===== config.mk =====
export PLATFORM = sky130hd
export DESIGN_NAME = exp_ro_frame_sched
export DESIGN_NICKNAME = d
export VERILOG_FILES = /design/src/rtl/exp_ro_frame_sched.sv
export SDC_FILE = /design/constraint.sdc
export NUM_CORES = 1
export LEC_CHECK = 0
export BUFFER_PORTS_ARGS = -buffer_cell sky130_fd_sc_hd__buf_2
export CAP_MARGIN = 15
export CORE_MARGIN = 8
export CORE_UTILIZATION = 40
export CTS_BUF_LIST = sky130_fd_sc_hd__clkbuf_4 sky130_fd_sc_hd__clkbuf_8
export CTS_CLUSTER_DIAMETER = 200
export CTS_CLUSTER_SIZE = 10
export DETAILED_ROUTE_END_ITERATION = 16
export PLACE_DENSITY = 0.61
export SETUP_SLACK_MARGIN = 0.4
export SLEW_MARGIN = 5
export SYNTH_ARGS = -nofsm -noshare
export SYNTH_HDL_FRONTEND = slang
export SYNTH_SLANG_ARGS = --single-unit

===== constraint.sdc =====
create_clock -name CLKM -period 6.4 [get_ports CLKM]
set_clock_uncertainty 0.05 [all_clocks]
set_input_delay 1.28 -clock CLKM [delete_from_list [all_inputs] [get_ports CLKM]]
set_output_delay 1.28 -clock CLKM [all_outputs]
set_load 0.05 [all_outputs]

===== src/rtl/exp_ro_frame_sched.sv =====
// Frame-level scheduler between the exposure sequencer and the readout engine.
// Runs arm/expose/handoff/readout per frame for N-shot or continuous acquisitions.
module exp_ro_frame_sched #(
  parameter int FRAME_W    = 16,
  parameter int TMO_W      = 32,
  parameter int ABORT_HOLD = 4
) (
  input  logic               CLKM,
  input  logic               rst,
  input  logic               start,
  input  logic               stop,
  input  logic               continuous,
  input  logic [FRAME_W-1:0] num_frames,
  input  logic [TMO_W-1:0]   timeout_lim,
  input  logic               cfg_pending,
  input  logic               exp_trigger,
  input  logic               ro_ready,
  input  logic               ro_done,
  output logic               exp_rst,
  output logic               re_busy,
  output logic               ro_start,
  output logic               cfg_load,
  output logic               frame_done,
  output logic [FRAME_W-1:0] frame_cnt,
  output logic               busy,
  output logic               err_timeout
);

  localparam int HOLD_W = (ABORT_HOLD > 1) ? $clog2(ABORT_HOLD) : 1;
  localparam logic [HOLD_W-1:0] HOLD_LAST = HOLD_W'(ABORT_HOLD - 1);

  typedef enum logic [2:0] {
    S_IDLE,
    S_ARM,
    S_EXPOSE,
    S_HANDOFF,
    S_READOUT,
    S_NEXT,
    S_ABORT
  } state_t;

  state_t             state, state_nx;
  logic [TMO_W-1:0]   wd, wd_nx;
  logic [HOLD_W-1:0]  hold_cnt, hold_nx;
  logic               first, first_nx;
  logic               stop_req, stop_req_nx;
  logic [FRAME_W-1:0] cnt_nx;
  logic               err_nx;
  logic               ro_start_nx;

  always_comb begin
    // NOTE: every variable gets a default first so no path through the case infers a latch.
    state_nx    = state;
    wd_nx       = wd;
    hold_nx     = hold_cnt;
    first_nx    = first;
    stop_req_nx = stop_req;
    cnt_nx      = frame_cnt;
    err_nx      = err_timeout;
    ro_start_nx = 1'b0;

    unique case (state)
      S_IDLE: begin
        if (start && (continuous || (num_frames != '0))) begin
          state_nx    = S_ARM;
          cnt_nx      = '0;
          err_nx      = 1'b0;
          first_nx    = 1'b1;
          stop_req_nx = 1'b0;
        end
      end
      S_ARM: begin
        state_nx = S_EXPOSE;
        wd_nx    = '0;
        first_nx = 1'b0;
        if (stop) stop_req_nx = 1'b1;
      end
      S_EXPOSE: begin
        wd_nx = wd + TMO_W'(1);
        if (exp_trigger) begin
          state_nx = S_HANDOFF;
          // A stop coinciding with the trigger must not be lost; it ends the run at NEXT.
          if (stop) stop_req_nx = 1'b1;
        end else if ((timeout_lim != '0) && (wd == timeout_lim - TMO_W'(1))) begin
          state_nx = S_ABORT;
          err_nx   = 1'b1;
        end else if (stop || stop_req) begin
          state_nx = S_ABORT;
        end
      end
      S_HANDOFF: begin
        if (stop) stop_req_nx = 1'b1;
        if (!exp_trigger && ro_ready) begin
          state_nx    = S_READOUT;
          ro_start_nx = 1'b1;
        end
      end
      S_READOUT: begin
        if (stop) stop_req_nx = 1'b1;
        if (ro_done) state_nx = S_NEXT;
      end
      S_NEXT: begin
        // frame_cnt already holds the incremented count while in NEXT.
        if (stop_req || stop) state_nx = S_IDLE;
        else if (!continuous && (frame_cnt == num_frames)) state_nx = S_IDLE;
        else state_nx = S_ARM;
      end
      S_ABORT: begin
        if (hold_cnt == HOLD_LAST) state_nx = S_IDLE;
        else hold_nx = hold_cnt + HOLD_W'(1);
      end
      default: state_nx = S_IDLE;
    endcase

    if ((state == S_READOUT) && (state_nx == S_NEXT)) cnt_nx = frame_cnt + FRAME_W'(1);
    if ((state != S_ABORT) && (state_nx == S_ABORT)) hold_nx = '0;
  end

  // Outputs are registered from the next state so each one is valid for the whole state.
  always_ff @(posedge CLKM) begin
    if (rst) begin
      state       <= S_IDLE;
      wd          <= '0;
      hold_cnt    <= '0;
      first       <= 1'b0;
      stop_req    <= 1'b0;
      frame_cnt   <= '0;
      err_timeout <= 1'b0;
      exp_rst     <= 1'b1;
      re_busy     <= 1'b1;
      ro_start    <= 1'b0;
      cfg_load    <= 1'b0;
      frame_done  <= 1'b0;
      busy        <= 1'b0;
    end else begin
      // NOTE: non-blocking assignments so every register samples the pre-edge values.
      state       <= state_nx;
      wd          <= wd_nx;
      hold_cnt    <= hold_nx;
      first       <= first_nx;
      stop_req    <= stop_req_nx;
      frame_cnt   <= cnt_nx;
      err_timeout <= err_nx;
      exp_rst     <= (state_nx == S_IDLE) || (state_nx == S_ABORT);
      re_busy     <= !((state_nx == S_ARM) || (state_nx == S_EXPOSE));
      ro_start    <= ro_start_nx;
      cfg_load    <= (state_nx == S_ARM) && (first_nx || cfg_pending);
      frame_done  <= (state_nx == S_NEXT);
      busy        <= (state_nx != S_IDLE);
    end
  end

endmodule

==> After elaboration in Yosys (flattened, before gate mapping) <==
Index checks and enable logic that the tools add are counted.
{ "classes": {"addsub": 4, "eq_ne": 18, "n_mux": 24, "bitwise": 2, "n_reduce_logical": 32} }
{ "ops": {"columns": ["operator", "n"], "rows": [
  ["$pmux 32 s2", 1],
  ["$mux 16", 3],
  ["$add 32x1->32 const B", 1],
  ["$eq 32x32->1", 1],
  ["$reduce_bool 32->1", 1],
  ["$sub 32x1->32 const B", 1],
  ["$mux 3", 7],
  ["$pmux 3 s7", 1],
  ["$add 16x1->16 const B", 1],
  ["$eq 16x16->1", 1],
  ["$reduce_bool 16->1", 1],
  ["$eq 3x3->1 const B", 5],
  ["$eq 3x2->1 const B", 3],
  ["$mux 1", 9],
  ["$ne 2x2->1 const B", 4],
  ["$reduce_bool 2->1", 4],
  ["$logic_and 1x1->1", 7],
  ["$eq 3x1->1 const B", 2],
  ["$logic_not 3->1", 2],
  ["$reduce_bool 3->1", 2],
  ["$logic_or 1x1->1", 5],
  ["$pmux 1 s2", 2],
  ["$reduce_and 2->1", 2],
  ["$reduce_and 4->1", 1],
  ["9 further kinds", 13]
]} }
{ "totals": {"regBits": 62, "input_bits": 57, "elab_cells": 93} }

==> Longest topological paths before layout <==
{ "depth": {"word_depth": 10, "ltp_mapped": 10, "depth_no_buf": 10} }

==> Worst setup path before layout <==
Ideal clock, no wire load.
{ "synth_timing": {"path_kind": "in2reg", "start": "input port timeout_lim[9]", "end": "register cfg_load", "setup_ns": 0.119, "t_arrival_ns": 3.864, "setup_slack_ns": 2.367, "path_stages": 10, "cell_sequence": "or4_4 buf_6 or4_4 buf_6 or4_1 a21oi_2 o211ai_2 a2111oi_4 a21o_1 nor4_1"} }
{ "synth_between": {"elab_chain_len": 8, "elab_cells_between_ends": 9, "cone_classes": "1 x add/sub; 2 x eq/ne; 3 x mux; 3 x reduce/logical"} }
{ "synth_rtl": {"columns": ["item", "line", "rtl"], "rows": [
  ["start: declaration", "14", "input logic [TMO_W-1:0] timeout_lim,"],
  ["$sub 32x1->32", "84", "end else if ((timeout_lim != '0) && (wd == timeout_lim - TMO_W'(1))) begin"],
  ["$eq 32x32->1", "84", null],
  ["$logic_and 1x1->1 (*)", "84", null],
  ["$mux 3 (*)", "84", null],
  ["$mux 3 (*)", "80", "if (exp_trigger) begin"],
  ["$pmux 3 s7 (*)", "62", "unique case (state)"],
  ["$eq 3x1->1 (*)", "147", "cfg_load <= (state_nx == S_ARM) && (first_nx || cfg_pending);"],
  ["$logic_and 1x1->1 (*)", "147", null],
  ["end signal: assignment", "147", null],
  ["end: declaration", "22", "output logic cfg_load,"]
]} }
Every way passes the cells marked *; elsewhere a longest branch is shown, timed or not.
A chain may end at the register's enable or synchronous reset.

==> Worst setup path in the final report <==
{ "layout_timing": {"start": "input port timeout_lim[0]", "end": "register cfg_load"} }
The elaborated chain is that of the path after synthesis.

==> qor.csv <==
metric;value;unit
synth.yosys.warnings;0;
finalHoldViolCount;0;
startpoint_type;input pin;
post-cts-setup-buffer-count;0;
postSynth.asyncResetShare;0;%
layout_setup_ws;2.398;ns
crit_type;input pin to flop;
global_route.usage.met2;25.76;%
area_delta_synth_final;15.27;%
num_io_pins;80;
dp_worst_setup_slack;2.045;ns
cts.htree.levels;3;
post_synth_inst_count;603;
gr-usage-met3;3.980;%
final_core_utilization;47.63;%
power.ir.vdd_worst;0.1339;mV
cts.sinks;62;
rsz0062_at_grt;false;
insertedDiodeCount;0;
power.sequential.fraction;42.1;%
yosys.area_share.xor_xnor;10.90;%
worst_setup_path_end_kind;flop;
cts_root_buffer;sky130_fd_sc_hd__clkbuf_8;
clk_pin_slew_worst_paths;0.07;ns
timing.final.max_slew_violations;0;
worst_slew_pin_slew;1.101;ns
critPathMaxFanout;6;
tritoncts.num_buffers;9;
drc_errors;0;
cts_tree;built;
ys_dominant_reg_cell;sky130_fd_sc_hd__dfxtp_1;
powerDensity;185.0;nW/um^2
globalRouteTotalUtil;17.47;%
status;complete, no violations;
top_usage_layer;met2;
final-setup-viol-count;0;
leakage;0.002005;uW
placeableCoreArea;10890;sq um
power_report.internal_total;687.0;uW
worstSkewPairLatency;0.35;ns
synth_fp_nets;665;
p_sw_share;28.39;%
starting_density;41.32;%
yosys.area_share.adder;1.390;%
post_synth.cell_area_avg;7.462;sq um
grt_antenna_before_repair;0;
grt_remaining_overflow;0;
cap_violations;0;
final_net_count;729;
final_area;5186;sq um
combinational_family_with_the_most_area_after_synthesis;simple AND/OR/NAND/NOR gates;
routed-via-count;4694;
dieArea;14900;sq um
fmax;0.2499;GHz
final_layout_size_suffix_gt1_share;18.01;%
vias_per_cell;5.781;
pwr-share-comb;16.8;%
timing.critical_path.arrival;4.19;ns
placement.cell_area;4964;sq um
routed_wire_length_per_instance;15.94;um
die_height;122.1;um
cts-hold-fix-buffers;0;
gp_congestion;0.8899;
rows;38;
number_of_buffers_on_the_longest_clock_path;2;
grt_pass1_wl;21280;um
clockPowerShare;41.1;%
place.port_buffers;79;
totalWireLength;12940;um
drt_first_pass_iters;6;
die_x;122.1;um
synth.ff_latch_count;62;
final_min_period_over_clock_period;62.53;%
synth_area;4499;sq um
max_transition_margin;26.62;%
yosysUniqueCellTypes;70;
cts_repair_resize_count;0;
yosys.area_share.simple;37.46;%
required_time_of_the_critical_path;6.58;ns
grt_start_max_net_pins;60;
postRouteAntennaNets;0;
drtIter0Drc;337;
min_path_type;flop to flop;
netSwitchingPower;272.3;uW
synth_enable_flop_cells;0;
synth_mux_area_share;1.168;%
timing.final.crit_period;4.002;ns
half_perimeter_wire_length_after_placement;9948;um
grtUsageMet1;24.77;%
via_count_of_the_first_global_routing_pass;4349;
fin_tns_setup;0;ns
synth-seq-area-share;27.59;%
synth_compound_gate_area_share;18.30;%
-- cells by family (layout without fill, tap and decap cells) --
family	after synthesis	in the layout
multiplexers	5	5
AO/OA/AOI/OAI	125	125
flip-flops	62	62
AND/OR/NAND/NOR	316	316
XOR/XNOR	56	56
adder cells (fa/ha/maj)	5	5
buffers and inverters	34	103
-- worst paths after layout --
path,cells after the start,from,end,slack [ns]
max,11,timeout_lim[0],cfg_load,2.40
min,2,first,first,0.43
max reg2reg,7,state[1],wd[26],3.20
min reg2reg,2,first,first,0.43
-- power by group through the flow --
| stage | Combinational (uW) | Sequential [uW] | Clock (uW) |
|---|---|---|---|
| finish | 161 | 404 | 395 |
| global route | 178 | 405 | 417 |
| CTS | 161 | 403 | 401 |
| detailed placement | 160 | 412 | 0 |
| global placement | 159 | 412 | 0 |
| floorplan | 93.0 | 421 | 0 |
-- layout make-up --
type	count	area (sq um)
fill	1128	5702
clock buffer	12	152.6
timing repair buffer	81	410.4
clock inverter	4	70.07
multi-input combinational	507	3114
inverter	6	22.52
sequential	62	1241
tap	140	175.2
-- cells in the mapped netlist (all sizes together), types with 3 or more instances --
| cell | number | area [sq um] |
|---|---|---|
| nor4 | 24 | 186.4 |
| nor3 | 16 | 80.08 |
| xor2 | 34 | 297.8 |
| and4 | 3 | 26.28 |
| and3 | 17 | 106.4 |
| or4 | 9 | 75.07 |
| o21a | 12 | 90.09 |
| o31ai | 3 | 22.52 |
| a21oi | 43 | 219.0 |
| nor3b | 4 | 30.03 |
| or2 | 8 | 50.05 |
| and2 | 4 | 25.03 |
| nand4 | 15 | 93.84 |
| buf | 4 | 31.27 |
| clkbuf | 24 | 90.09 |
| or3 | 10 | 62.56 |
| mux2i | 3 | 30.03 |
| o21ai | 24 | 120.1 |
| a31oi | 7 | 43.79 |
| or3b | 4 | 35.04 |
| nand3 | 34 | 170.2 |
| xnor2 | 22 | 192.7 |
| nand3b | 8 | 60.06 |
| o211ai | 7 | 57.55 |
| nor2 | 87 | 326.6 |
| nand2 | 50 | 187.7 |
| nor2b | 7 | 43.79 |
| nand2b | 7 | 43.79 |
| ha | 5 | 62.56 |
| nor4b | 4 | 35.03 |
| dfxtp | 62 | 1241 |
| inv | 6 | 22.52 |
-- registers in the layout, indices dropped and copies added, names as in the netlist --
signal	count
hold_cnt	2
first	1
stop_req	1
frame_done	1
frame_cnt	16
busy	1
exp_rst	1
cfg_load	1
err_timeout	1
re_busy	1
wd	32
ro_start	1
state	3
-- cell usage in the layout, fill, tap and decap left out, drive strengths merged, types with 3 or more instances in the layout --
cell type and count:
nand3b 8, dfxtp 62, o21a 12, nand3 34
buf 81, and4 3, clkbuf 12, nand2 50
nor2 87, nand4 15, o31ai 3, nor4 24
nor3 16, o211ai 7, ha 5, a21oi 43
xnor2 22, xor2 34, nor3b 4, o21ai 24
or3b 4, and3 17, nor2b 7, or4 9
mux2i 3, inv 6, or3 10, or2 8
a31oi 7, and2 4, nor4b 4, nand2b 7
-- worst max-delay path, cell delays in order --
cell                        delay (ns)
sky130_fd_sc_hd__buf_2            0.12
sky130_fd_sc_hd__inv_1            0.07
sky130_fd_sc_hd__ha_1             0.22
sky130_fd_sc_hd__nor3b_1          0.65
sky130_fd_sc_hd__nand2_1          0.25
sky130_fd_sc_hd__or4_1            0.56
sky130_fd_sc_hd__a21oi_2          0.20
sky130_fd_sc_hd__o211ai_2         0.11
sky130_fd_sc_hd__a2111oi_4        0.42
sky130_fd_sc_hd__a21o_1           0.22
sky130_fd_sc_hd__nor4_1           0.06
-- per-layer routing --
| layer | share of wire (%) | routed length, um |
|---|---|---|
| met3 | 6.9 | 896 |
| met5 | 0 | 0 |
| met2 | 43 | 5505 |
| met4 | 0.98 | 127 |
| met1 | 50 | 6411 |
-- through the flow --
step           hold WS (ns)  total power [uW]  std cells
3_3_place_gp         0.4111             570.2        796
2_1_floorplan        0.3943             514.3        603
3_5_place_dp         0.4243             572.4        796
6_report             0.4302             959.4        812
4_1_cts              0.4362             965.4        812
5_1_grt              0.4781             999.9        812
Note: power is estimated with default switching activity, not from simulation.
